--- src/rtl/reg_write_arbiter.sv ---
// Register-file write-port arbiter: zeroes x1..x31 after reset, then
// shares the single write port between ALU and LSU writeback round-robin.
package reg_write_arbiter_pkg;
   typedef logic [4:0] regName_t;
   localparam int unsigned REG_COUNT = 32;
endpackage

module reg_write_arbiter
   import reg_write_arbiter_pkg::*;
#(
   parameter int unsigned DATA_WIDTH     = 32,
   parameter bit          CLEAR_ON_RESET = 1'b1
) (
   input  logic                  clk,
   input  logic                  rstN,
   input  logic                  alu_valid,
   input  regName_t              alu_rd,
   input  logic [DATA_WIDTH-1:0] alu_data,
   output logic                  alu_ready,
   input  logic                  lsu_valid,
   input  regName_t              lsu_rd,
   input  logic [DATA_WIDTH-1:0] lsu_data,
   output logic                  lsu_ready,
   output logic                  rf_wen,
   output regName_t              rf_rd,
   output logic [DATA_WIDTH-1:0] rf_data,
   output logic                  clear_busy,
   output logic                  last_grant
);

   typedef enum logic {CLEAR, RUN} state_t;

   localparam regName_t LAST_REG    = regName_t'(REG_COUNT - 1);
   localparam state_t   RESET_STATE = CLEAR_ON_RESET ? CLEAR : RUN;

   state_t   state;
   state_t   state_next;
   regName_t clr_cnt;
   logic     alu_acc;
   logic     lsu_acc;

   always_ff @(posedge clk or negedge rstN) begin
      if (!rstN) begin
         state <= RESET_STATE;
      end else begin
         state <= state_next;
      end
   end

   always_comb begin
      state_next = state;
      case (state)
         CLEAR:   if (clr_cnt == LAST_REG) state_next = RUN;
         RUN:     state_next = RUN;
         default: state_next = RESET_STATE;
      endcase
   end

   // Readies are gated by rstN so they read 0 during reset even when the
   // reset state is RUN.
   always_comb begin
      clear_busy = 1'b0;
      alu_ready  = 1'b0;
      lsu_ready  = 1'b0;
      if (state == CLEAR) begin
         clear_busy = 1'b1;
      end else if (rstN) begin
         if (alu_valid && lsu_valid) begin
            alu_ready = last_grant;
            lsu_ready = ~last_grant;
         end else begin
            alu_ready = ~lsu_valid;
            lsu_ready = ~alu_valid;
         end
      end
   end

   assign alu_acc = alu_valid & alu_ready;
   assign lsu_acc = lsu_valid & lsu_ready;

   always_ff @(posedge clk or negedge rstN) begin
      if (!rstN) begin
         clr_cnt    <= regName_t'(1);
         rf_wen     <= 1'b0;
         rf_rd      <= '0;
         rf_data    <= '0;
         last_grant <= 1'b1;
      end else if (state == CLEAR) begin
         rf_wen  <= 1'b1;
         rf_rd   <= clr_cnt;
         rf_data <= '0;
         if (clr_cnt != LAST_REG) clr_cnt <= clr_cnt + regName_t'(1);
      end else if (alu_acc) begin
         rf_wen     <= (alu_rd != '0);
         rf_rd      <= alu_rd;
         rf_data    <= alu_data;
         last_grant <= 1'b0;
      end else if (lsu_acc) begin
         rf_wen     <= (lsu_rd != '0);
         rf_rd      <= lsu_rd;
         rf_data    <= lsu_data;
         last_grant <= 1'b1;
      end else begin
         rf_wen <= 1'b0;
      end
   end

endmodule

--- config.mk ---
export PLATFORM = sky130hd
export DESIGN_NAME = reg_write_arbiter
export DESIGN_NICKNAME = d
export VERILOG_FILES = /design/src/rtl/reg_write_arbiter.sv
export SDC_FILE = /design/constraint.sdc
export NUM_CORES = 1
export LEC_CHECK = 0
export ABC_AREA = 1
export CELL_PAD_IN_SITES_DETAIL_PLACEMENT = 0
export CELL_PAD_IN_SITES_GLOBAL_PLACEMENT = 1
export CORE_MARGIN = 1.5
export CORE_UTILIZATION = 40
export DETAILED_ROUTE_END_ITERATION = 6
export DONT_BUFFER_PORTS = 1
export HOLD_SLACK_MARGIN = 0.02
export PLACE_DENSITY_LB_ADDON = 0.05
export SYNTH_ARGS = -nofsm -noshare
export SYNTH_HDL_FRONTEND = slang
export SYNTH_SLANG_ARGS = --single-unit
export TNS_END_PERCENT = 20
--- constraint.sdc ---
create_clock -name clk -period 2 [get_ports clk]
set_clock_uncertainty 0.15 [all_clocks]
set_input_delay 0.3 -clock clk [delete_from_list [all_inputs] [get_ports clk]]
set_output_delay 0.3 -clock clk [all_outputs]
set_load 0.01 [all_outputs]
==> impl_metrics.tcl, run 1 <==
set metrics [dict create \
    cts_tree "done" \
    initial_core_util_pct 41.1 \
    cap_violations 0 \
    ant_nets 0 \
    slowest_stage "dfstp_2" \
    p_comb_share_pct 17.7 \
    syn_nets 409 \
    p_int_mw 1.47 \
    coreArea_um2 5850 \
    drt_pre_antenna_iters 4 \
    setup_viol 0 \
    power.net_switching_uw 753 \
    r2r_cells 7 \
    reg2reg_from "clr_cnt[1]" \
    mostFrequentLayoutCell "nand2_1" \
    synth_area_um2 2400 \
    required_ns 1.55 \
    min_from "alu_rd[4]" \
    seqPwrFrac_pct 57.2 \
    final.setup.tns_ns 0 \
    syn_area_per_cell_um2 7.31 \
    hold_viol 0 \
    wl_per_cell_um 14.2 \
    cp.arrival_ns 1.39 \
    ys_ff_latch 45 \
    p_sw_share_pct 33.8 \
    hp-class "input pin to flop" \
    vias_per_cell 4.95 \
    p_per_area_nw_per_um2 859 \
    first_global_vias 1972 \
    holdPathEnd "rf_wen" \
    ff2ff_setup_slack_ns 0.25 \
    ys_types 23 \
    dr_total_vias 2018 \
    final_area_um2 2590 \
    layout_common_cells "nand2_1, dfrtp_1, nand4_1" \
    worstPathCellList "inv_1 -> nand2_4 -> nand2_4 -> a21oi_1" \
    holdWs_ns 0.0497 \
    grt_use_total_pct 19.2 \
    final_max_slew_viol_count 0 \
    path_class "flop to primary output" \
    hold_depth 2 \
    relSlewSlack_pct 75.3 \
    rsz0062_at_grt "false" \
    io-pin-count 120 \
    die-area_um2 6490 \
    antenna_cells 0 \
    drive_above_1_share_pct 8.71 \
    final_util_pct 44.3 \
    grt_pass1_wl_mm 9.47 \
    cts_buffers 5 \
    die_y_um 80.5 \
    yosysSeqAreaShare_pct 46.9 \
    post-route-min-period_ns 1.84 \
    regToRegEndpoint "clr_cnt[3]" \
    clockRootBuffer "clkbuf_8" \
    min_period_over_period_pct 91.8 \
    area_growth_pct 7.86 \
    antenna_found_initial 0 \
    path_max_fanout 8 \
    clockBufferDepth 2 \
    grt_max_degree 46 \
    cpPeakStageDelay_ns 0.56 \
    drt_iter0_drc 66 \
    critPathMostFrequentCell "nand2_4" \
    irDropWorstVdd_uv 364 \
    routed_wl_mm 5.80 \
    grt_overflow 0 \
    cts_sinks 45 \
    place_congestion 0.837 \
    placed_area_um2 2460 \
    clock_latency_ns 0.29 \
    fin_nets 412 \
    clock_power_share_pct 25.0 \
    synthesis.instances 329 \
    p_leak_nw 1.42 \
    synth_warnings 0 \
    drc 0 \
    max_freq_mhz 545 \
    io_buffer_count 0 \
    die_w_um 80.5 \
    htree_levels 2 \
    clk_pin_slew_ns 0.08 \
    dp_hpwl_mm 4.18 \
    crit_path_end_kind "primary output" \
    status "completed" \
    start_kind "flop" \
    tightest_slew_ns 0.370 \
    num_rows 28 \
]
[critical path, delay by kind of cell (launching register included)]
kind	cells	cell delay [ns]
DFF	1	0.56
AOI/OAI and AO/OA	1	0.27
and+or+nand+nor	2	0.19
buffers and inverters	1	0.08
[final cells by class]
cell class	instances	area [um2]
clock buffer	5	68.8
clock inverter	3	21.3
fill	601	3260
inverter	6	25.0
multi-input combinational	262	1120
sequential	45	1130
tap	75	93.8
timing repair buffer	12	140
[per-stage QoR]
stage / instances / power (mW) / setup WS (ns)
global route: 408 / 2.41 / 0.0832
global placement: 397 / 1.66 / 0.304
detailed placement: 397 / 1.67 / 0.257
finish: 408 / 2.23 / 0.164
floorplan: 329 / 1.58 / 0.365
CTS: 408 / 2.28 / 0.146
[logic make-up after synthesis]
group	share of synthesized area, %
buf+inv	6.66
compound gates	0.832
simple gates	43.4
fa+ha+maj	1.04
xor+xnor	1.09
flops	46.9
[cells in the mapped netlist, drive strengths merged]
cell	n	area [um2]
dfstp	2	52.6
xnor2	1	8.76
inv	6	25.0
nor2	6	30.0
dfrtp	43	1080
nand3	9	62.6
nand2	226	878
xor2	2	17.5
buf	16	135
nor3	1	5.00
a21oi	3	15.0
nand4	11	68.8
o21ai	1	5.00
ha	2	25.0
[repair_timing]
item / 4_1_cts / 5_1_grt
setup buffers: 0 / 0
hold buffers: 3 / 0
resized for setup: 0 / 0
endpoints found under the hold margin: 46 / 0
[how the worst max path moves through the flow]
stage | start | to | slack, ns
2_1_floorplan | clr_cnt[1] | clr_cnt[3] | 0.36
3_3_place_gp | clr_cnt[1] | clr_cnt[3] | 0.30
3_5_place_dp | last_grant | rf_rd[3] | 0.26
4_1_cts | last_grant | alu_ready | 0.15
5_1_grt | last_grant | alu_ready | 0.08
6_report | last_grant | alu_ready | 0.16
[sequential cells by signal, summed over array words and instances, names as in the netlist]
name and cells:
rf_data 32, last_grant 1, state 1, rf_rd 5
clr_cnt 5, rf_wen 1
[power by group through the flow]
| stage | clock (mW) | combinational [mW] | sequential (mW) |
|---|---|---|---|
| after floorplan | 0 | 0.324 | 1.25 |
| after global placement | 0 | 0.368 | 1.30 |
| after detailed placement | 0 | 0.377 | 1.30 |
| after CTS | 0.598 | 0.406 | 1.28 |
| after global routing | 0.637 | 0.474 | 1.30 |
| final | 0.557 | 0.395 | 1.27 |
[metal layers]
layer	vias up	part of all wire (%)	routed length [um]	track usage, %
li1	1012	-	-	-
met1	916	40	2330	21.9
met2	83	50	2920	34.0
met3	7	8.2	476	5.57
met4	0	1.2	71	6.72
met5	-	0	0	0
(Power assumes the default switching activity.)
==> inputs of run 2 (changes only) <==
- ABC_AREA: 1 -> not set
==> run 2 against run 1 <==
Compared with the run above:
- critical path depth grew 1
- sequential power shrank 7%
- sequential cell count is the same
- combinational power rose by 5.1%
- cell count down 16%
- maximum frequency down 0.45%
- synthesized area fell by 1.9%
- via count up 3.1%
- sequential share of layout area down 3.7 points
- critical endpoint is now clr_cnt[4]
==> impl_metrics.tcl, run 2 <==
set metrics [dict create \
    routed_wl_mm 6.67 \
    startpoint "clr_cnt[1]" \
    cts_tree "done" \
    synthTopCellsByCount "dfrtp_1, a22oi_1, a31oi_1" \
    path_class "flop to flop" \
    reg_top3 "rf_data x32, clr_cnt x5, rf_rd x5" \
    vias_per_cell 6.08 \
    die_y_um 79.8 \
    coreArea_um2 5610 \
    layout_common_cells "dfrtp_1, a31oi_1, a22oi_1" \
    route.met3.wl_um 598 \
    clk_pin_slew_ns 0.09 \
    post-route-min-period_ns 1.84 \
    tightest_slew_ns 0.405 \
    hold_depth 2 \
    yosys-top-cells-area "dfrtp_1, a22oi_1, a31oi_1" \
    status "completed" \
    met1Wirelength_mm 2.81 \
    io-pin-count 120 \
    final.setup.tns_ns 0 \
    path_max_fanout 6 \
    setup_viol 0 \
    r2r_cells 5 \
    synth_most_common_cell "dfrtp_1" \
    final_max_slew_viol_count 0 \
    yosysSeqAreaShare_pct 47.8 \
    syn_area_per_cell_um2 9.40 \
    mostFrequentLayoutCell "dfrtp_1" \
    routed.top_layer "met4" \
    synth_simple_gate_area_share_pct 8.11 \
    drive_above_1_share_pct 8.15 \
    cts_sinks 45 \
    async_flop_share_pct 100 \
    grt_pass1_wl_mm 10.6 \
    largest-register "rf_data" \
    cap_violations 0 \
    ant_nets 0 \
    rsz0062_at_grt "false" \
    required_ns 2.03 \
    cts_buffers 5 \
    synth_warnings 0 \
    fin_nets 349 \
    num_rows 27 \
    wl_met2_mm 3.22 \
    io_buffer_count 0 \
    clock_latency_ns 0.29 \
    min_period_over_period_pct 92.2 \
    dr_total_vias 2080 \
    place_congestion 0.723 \
    synth-compound-area-share_pct 31.4 \
    synth_top_area_cell "dfrtp_1" \
    drc 0 \
    ys_ff_latch 45 \
    hold_viol 0 \
    synthesis.instances 251 \
    synth-edff-count 0 \
    crit_path_end_kind "flop" \
    syn_nets 331 \
    largest_reg_flops 32 \
    synth.top_cell.area_share_pct 45.6 \
    clockRootBuffer "clkbuf_8" \
    reg2reg_from "clr_cnt[1]" \
    cp.arrival_ns 1.87 \
    hp-class "input pin to flop" \
    max_freq_mhz 542 \
    dp_hpwl_mm 4.31 \
    synth_top_family_by_area "compound AO/OA/AOI/OAI gates" \
    finalPower_mw 2.30 \
    yosys.area_share.xor_xnor_pct 1.11 \
    p_leak_nw 1.21 \
    initial_core_util_pct 42.1 \
    fillers 554 \
    area_growth_pct 20.3 \
    die_w_um 79.8 \
    antenna_found_initial 0 \
    drt_pre_antenna_iters 4 \
    grt_overflow 0 \
    antenna_cells 0 \
    synthAdderAreaFrac_pct 1.06 \
    ys_types 30 \
    p_per_area_nw_per_um2 812 \
    post_cts_buffers 0 \
    wl_per_cell_um 19.5 \
    grt_use_total_pct 21.4 \
    synthMuxAreaShare_pct 3.08 \
    synth_area_um2 2360 \
    irDropWorstVdd_uv 282 \
    relSlewSlack_pct 73.0 \
    die-area_um2 6370 \
    htree_levels 2 \
    grt_max_degree 75 \
    first_global_vias 2083 \
    synth_ff_type "dfrtp_1" \
    clockBufferDepth 2 \
    drt_iter0_drc 133 \
    start_kind "flop" \
    min_from "lsu_data[31]" \
]
-- run 2: worst paths after layout --
path,end,slack (ns)
max,clr_cnt[4],0.16
min,rf_data[31],0.03
max reg2reg,clr_cnt[4],0.16
min reg2reg,clr_cnt[3],0.36
max in group asynchronous,last_grant,1.06
min in group asynchronous,rf_data[0],0.38
-- run 2: cells by family after synthesis --
logic type / Yosys count
compound gates: 117
xor+xnor: 3
fa+ha+maj: 2
buf+inv: 32
flops: 45
mux: 7
simple gates: 45
-- run 2: critical path, stage by stage (launching register included) --
cell	delay, ns
dfrtp_1	0.42
ha_1	0.21
and3_1	0.18
ha_1	0.19
nor2_2	0.21
mux2_2	0.37
-- run 2: power by group --
| part | switching [mW] | internal [mW] | total (mW) |
|---|---|---|---|
| combinational | 0.220 | 0.196 | 0.415 |
| sequential | 0.147 | 1.03 | 1.18 |
| clock | 0.305 | 0.408 | 0.713 |
| total | 0.672 | 1.63 | 2.30 |
-- run 2: final cells by class --
type / instances / area (um2) / share of cell area (%)
inverters: 3 / 11.3 / 0.397
well taps: 72 / 90.1 / 3.17
repair buffers: 40 / 423 / 14.9
multi-input cells: 174 / 1070 / 37.7
flip-flops and latches: 45 / 1130 / 39.8
clock inverters: 1 / 30.0 / 1.06
clock buffers: 7 / 86.3 / 3.04
-- run 2: per-stage QoR --
| stage | setup slack, ns | area (um2) | util, % | cells | hold WS [ns] |
|---|---|---|---|---|---|
| floorplan | 0.185 | 2360 | - | 251 | -0.146 |
| global placement | 0.142 | 2380 | 42.5 | 302 | -0.144 |
| detailed placement | 0.0617 | 2380 | 42.5 | 302 | -0.144 |
| CTS | 0.0450 | 2840 | 50.6 | 342 | 0.0206 |
| global route | 0.0899 | 2840 | 50.6 | 342 | 0.0211 |
| finish | 0.156 | 2840 | 50.6 | 342 | 0.0257 |
-- run 2: metal layers --
layer	up-vias	global-route usage [%]
met5	-	0
met4	0	5.34
met3	4	5.83
met2	87	34.7
met1	1012	28.1
li1	977	-
-- run 2: what timing repair did --
item,4_1_cts,5_1_grt
setup endpoints to repair,0,2
hold endpoints to repair,75,0
hold buffers,32,0
resized for setup,0,1
==> inputs of run 3 (changes only) <==
- CORE_MARGIN: 1.5 -> not set
==> run 3 against run 2 <==
Compared with the run above:
- first-iteration DRC count grew 22%
- setup slack got worse by 0.041 ns
- count of clock-buffer cells in the layout grew 1
- global-route usage rose by 0.91 points
- largest cell class unchanged
- register-to-register slack worse by 0.02 ns
- maximum frequency decreased by 2.2%
- core utilization rose by 0.47 points
- wire length up 0.31%
- non-clock buffer count up 8
- combinational power barely moved
- power is 4.9% lower
- critical path depth fell by 2
==> impl_metrics.tcl, run 3 (synthesis results as in run 2) <==
set metrics [dict create \
    mostFrequentLayoutCell "dfrtp_1" \
    clock_latency_ns 0.30 \
    die_w_um 78.8 \
    drive_above_1_share_pct 7.91 \
    final.setup.tns_ns 0 \
    status "completed" \
    largest_reg_flops 32 \
    largest-register "rf_data" \
    io-pin-count 120 \
    dp_hpwl_mm 4.19 \
    setup_viol 0 \
    cap_violations 0 \
    placed_area_um2 2360 \
    cts_sinks 45 \
    post_cts_buffers 0 \
    drt_pre_antenna_iters 4 \
    start_kind "flop" \
    finalPower_mw 2.19 \
    hp-class "input pin to flop" \
    timing.final.ws_setup_ns 0.114 \
    final_util_pct 51.1 \
    grt_pass1_wl_mm 10.7 \
    die_y_um 78.8 \
    rsz0062_at_grt "false" \
    antenna_found_initial 0 \
    die-area_um2 6210 \
    required_ns 1.55 \
    p_per_area_nw_per_um2 765 \
    htree_levels 2 \
    io_buffer_count 0 \
    min_period_over_period_pct 94.3 \
    relSlewSlack_pct 72.4 \
    num_rows 27 \
    drc 0 \
    crit_path_end_kind "primary output" \
    antenna_cells 0 \
    layout_common_cells "dfrtp_1, dlygate4sd3_1, a31oi_1, a22oi_1, nand2_1" \
    path_class "flop to primary output" \
    irDropWorstVdd_uv 317 \
    drt_iter0_drc 162 \
    tightest_slew_ns 0.413 \
    fin_nets 357 \
    area_growth_pct 21.4 \
    grt_overflow 0 \
    max_freq_mhz 530 \
    final_area_um2 2860 \
    vias_per_cell 6.19 \
    coreArea_um2 5610 \
    cts_buffers 5 \
    post-place-ws_ns 0.0448 \
    cp.arrival_ns 1.44 \
    initial_core_util_pct 42.1 \
    hold_viol 0 \
    final_max_slew_viol_count 0 \
    path_max_fanout 5 \
    clockRootBuffer "clkbuf_8" \
    dr_total_vias 2166 \
    wl_per_cell_um 19.1 \
    clockBufferDepth 2 \
    reg_top3 "rf_data x32, clr_cnt x5, rf_rd x5" \
    clk_pin_slew_ns 0.08 \
    post-route-min-period_ns 1.89 \
    grt_max_degree 46 \
    grt_use_total_pct 22.3 \
    routed_wl_mm 6.69 \
    ant_nets 0 \
    place_congestion 0.776 \
    cts_tree "done" \
    first_global_vias 2172 \
    p_leak_nw 1.22 \
]
==> run 3: final cells by class <==
cell class	count	area, um2
fill	556	2740
sequential	45	1130
multi-input combinational	174	1070
timing repair buffer	48	475
clock buffer	8	90.1
tap	72	90.1
inverter	3	11.3
==> run 3: final timing paths <==
| check | start | end | slack [ns] | depth (start not counted) |
|---|---|---|---|---|
| setup / recovery | last_grant | alu_ready | 0.11 | 3 |
| hold / removal | lsu_rd[3] | rf_wen | 0.04 | 2 |
| setup reg to reg | clr_cnt[1] | clr_cnt[4] | 0.14 | 5 |
| hold reg to reg | clr_cnt[3] | clr_cnt[3] | 0.37 | 1 |
| max in group asynchronous | rstN | last_grant | 1.07 | 2 |
| min in group asynchronous | rstN | rf_data[1] | 0.36 | 2 |
==> run 3: metrics by stage <==
| stage | std cells | hold slack [ns] |
|---|---|---|
| after floorplan | 251 | -0.146 |
| after global placement | 303 | -0.144 |
| after detailed placement | 303 | -0.144 |
| after CTS | 350 | 0.0321 |
| after global routing | 350 | 0.0647 |
| final | 350 | 0.0355 |
==> run 3: what timing repair did <==
item | CTS | global route
setup endpoints to repair | 0 | 3
resized for setup | 0 | 1
hold buffers | 39 | 0
endpoints found under the hold margin | 82 | 0
==> run 3: worst max-delay path, stage by stage, from the launching register on <==
cell and delay (ns):
dfstp_2 0.61, nand2b_1 0.20, nand2_1 0.07, a21oi_1 0.26
==> run 3: metal layers <==
layer | share of wire (%) | routed length [um] | global-route usage, % | up-vias
li1 | - | - | - | 989
met1 | 40 | 2670 | 27.3 | 1061
met2 | 48 | 3230 | 36.6 | 105
met3 | 10 | 676 | 6.78 | 11
met4 | 1.8 | 119 | 8.52 | 0
met5 | 0 | 0 | 0 | -
==> run 3: power by group <==
part,switching [mW],leakage [nW],internal (mW),total [mW]
combinational,0.217,0.686,0.200,0.417
clock,0.315,0.0455,0.283,0.598
sequential,0.147,0.493,1.03,1.18
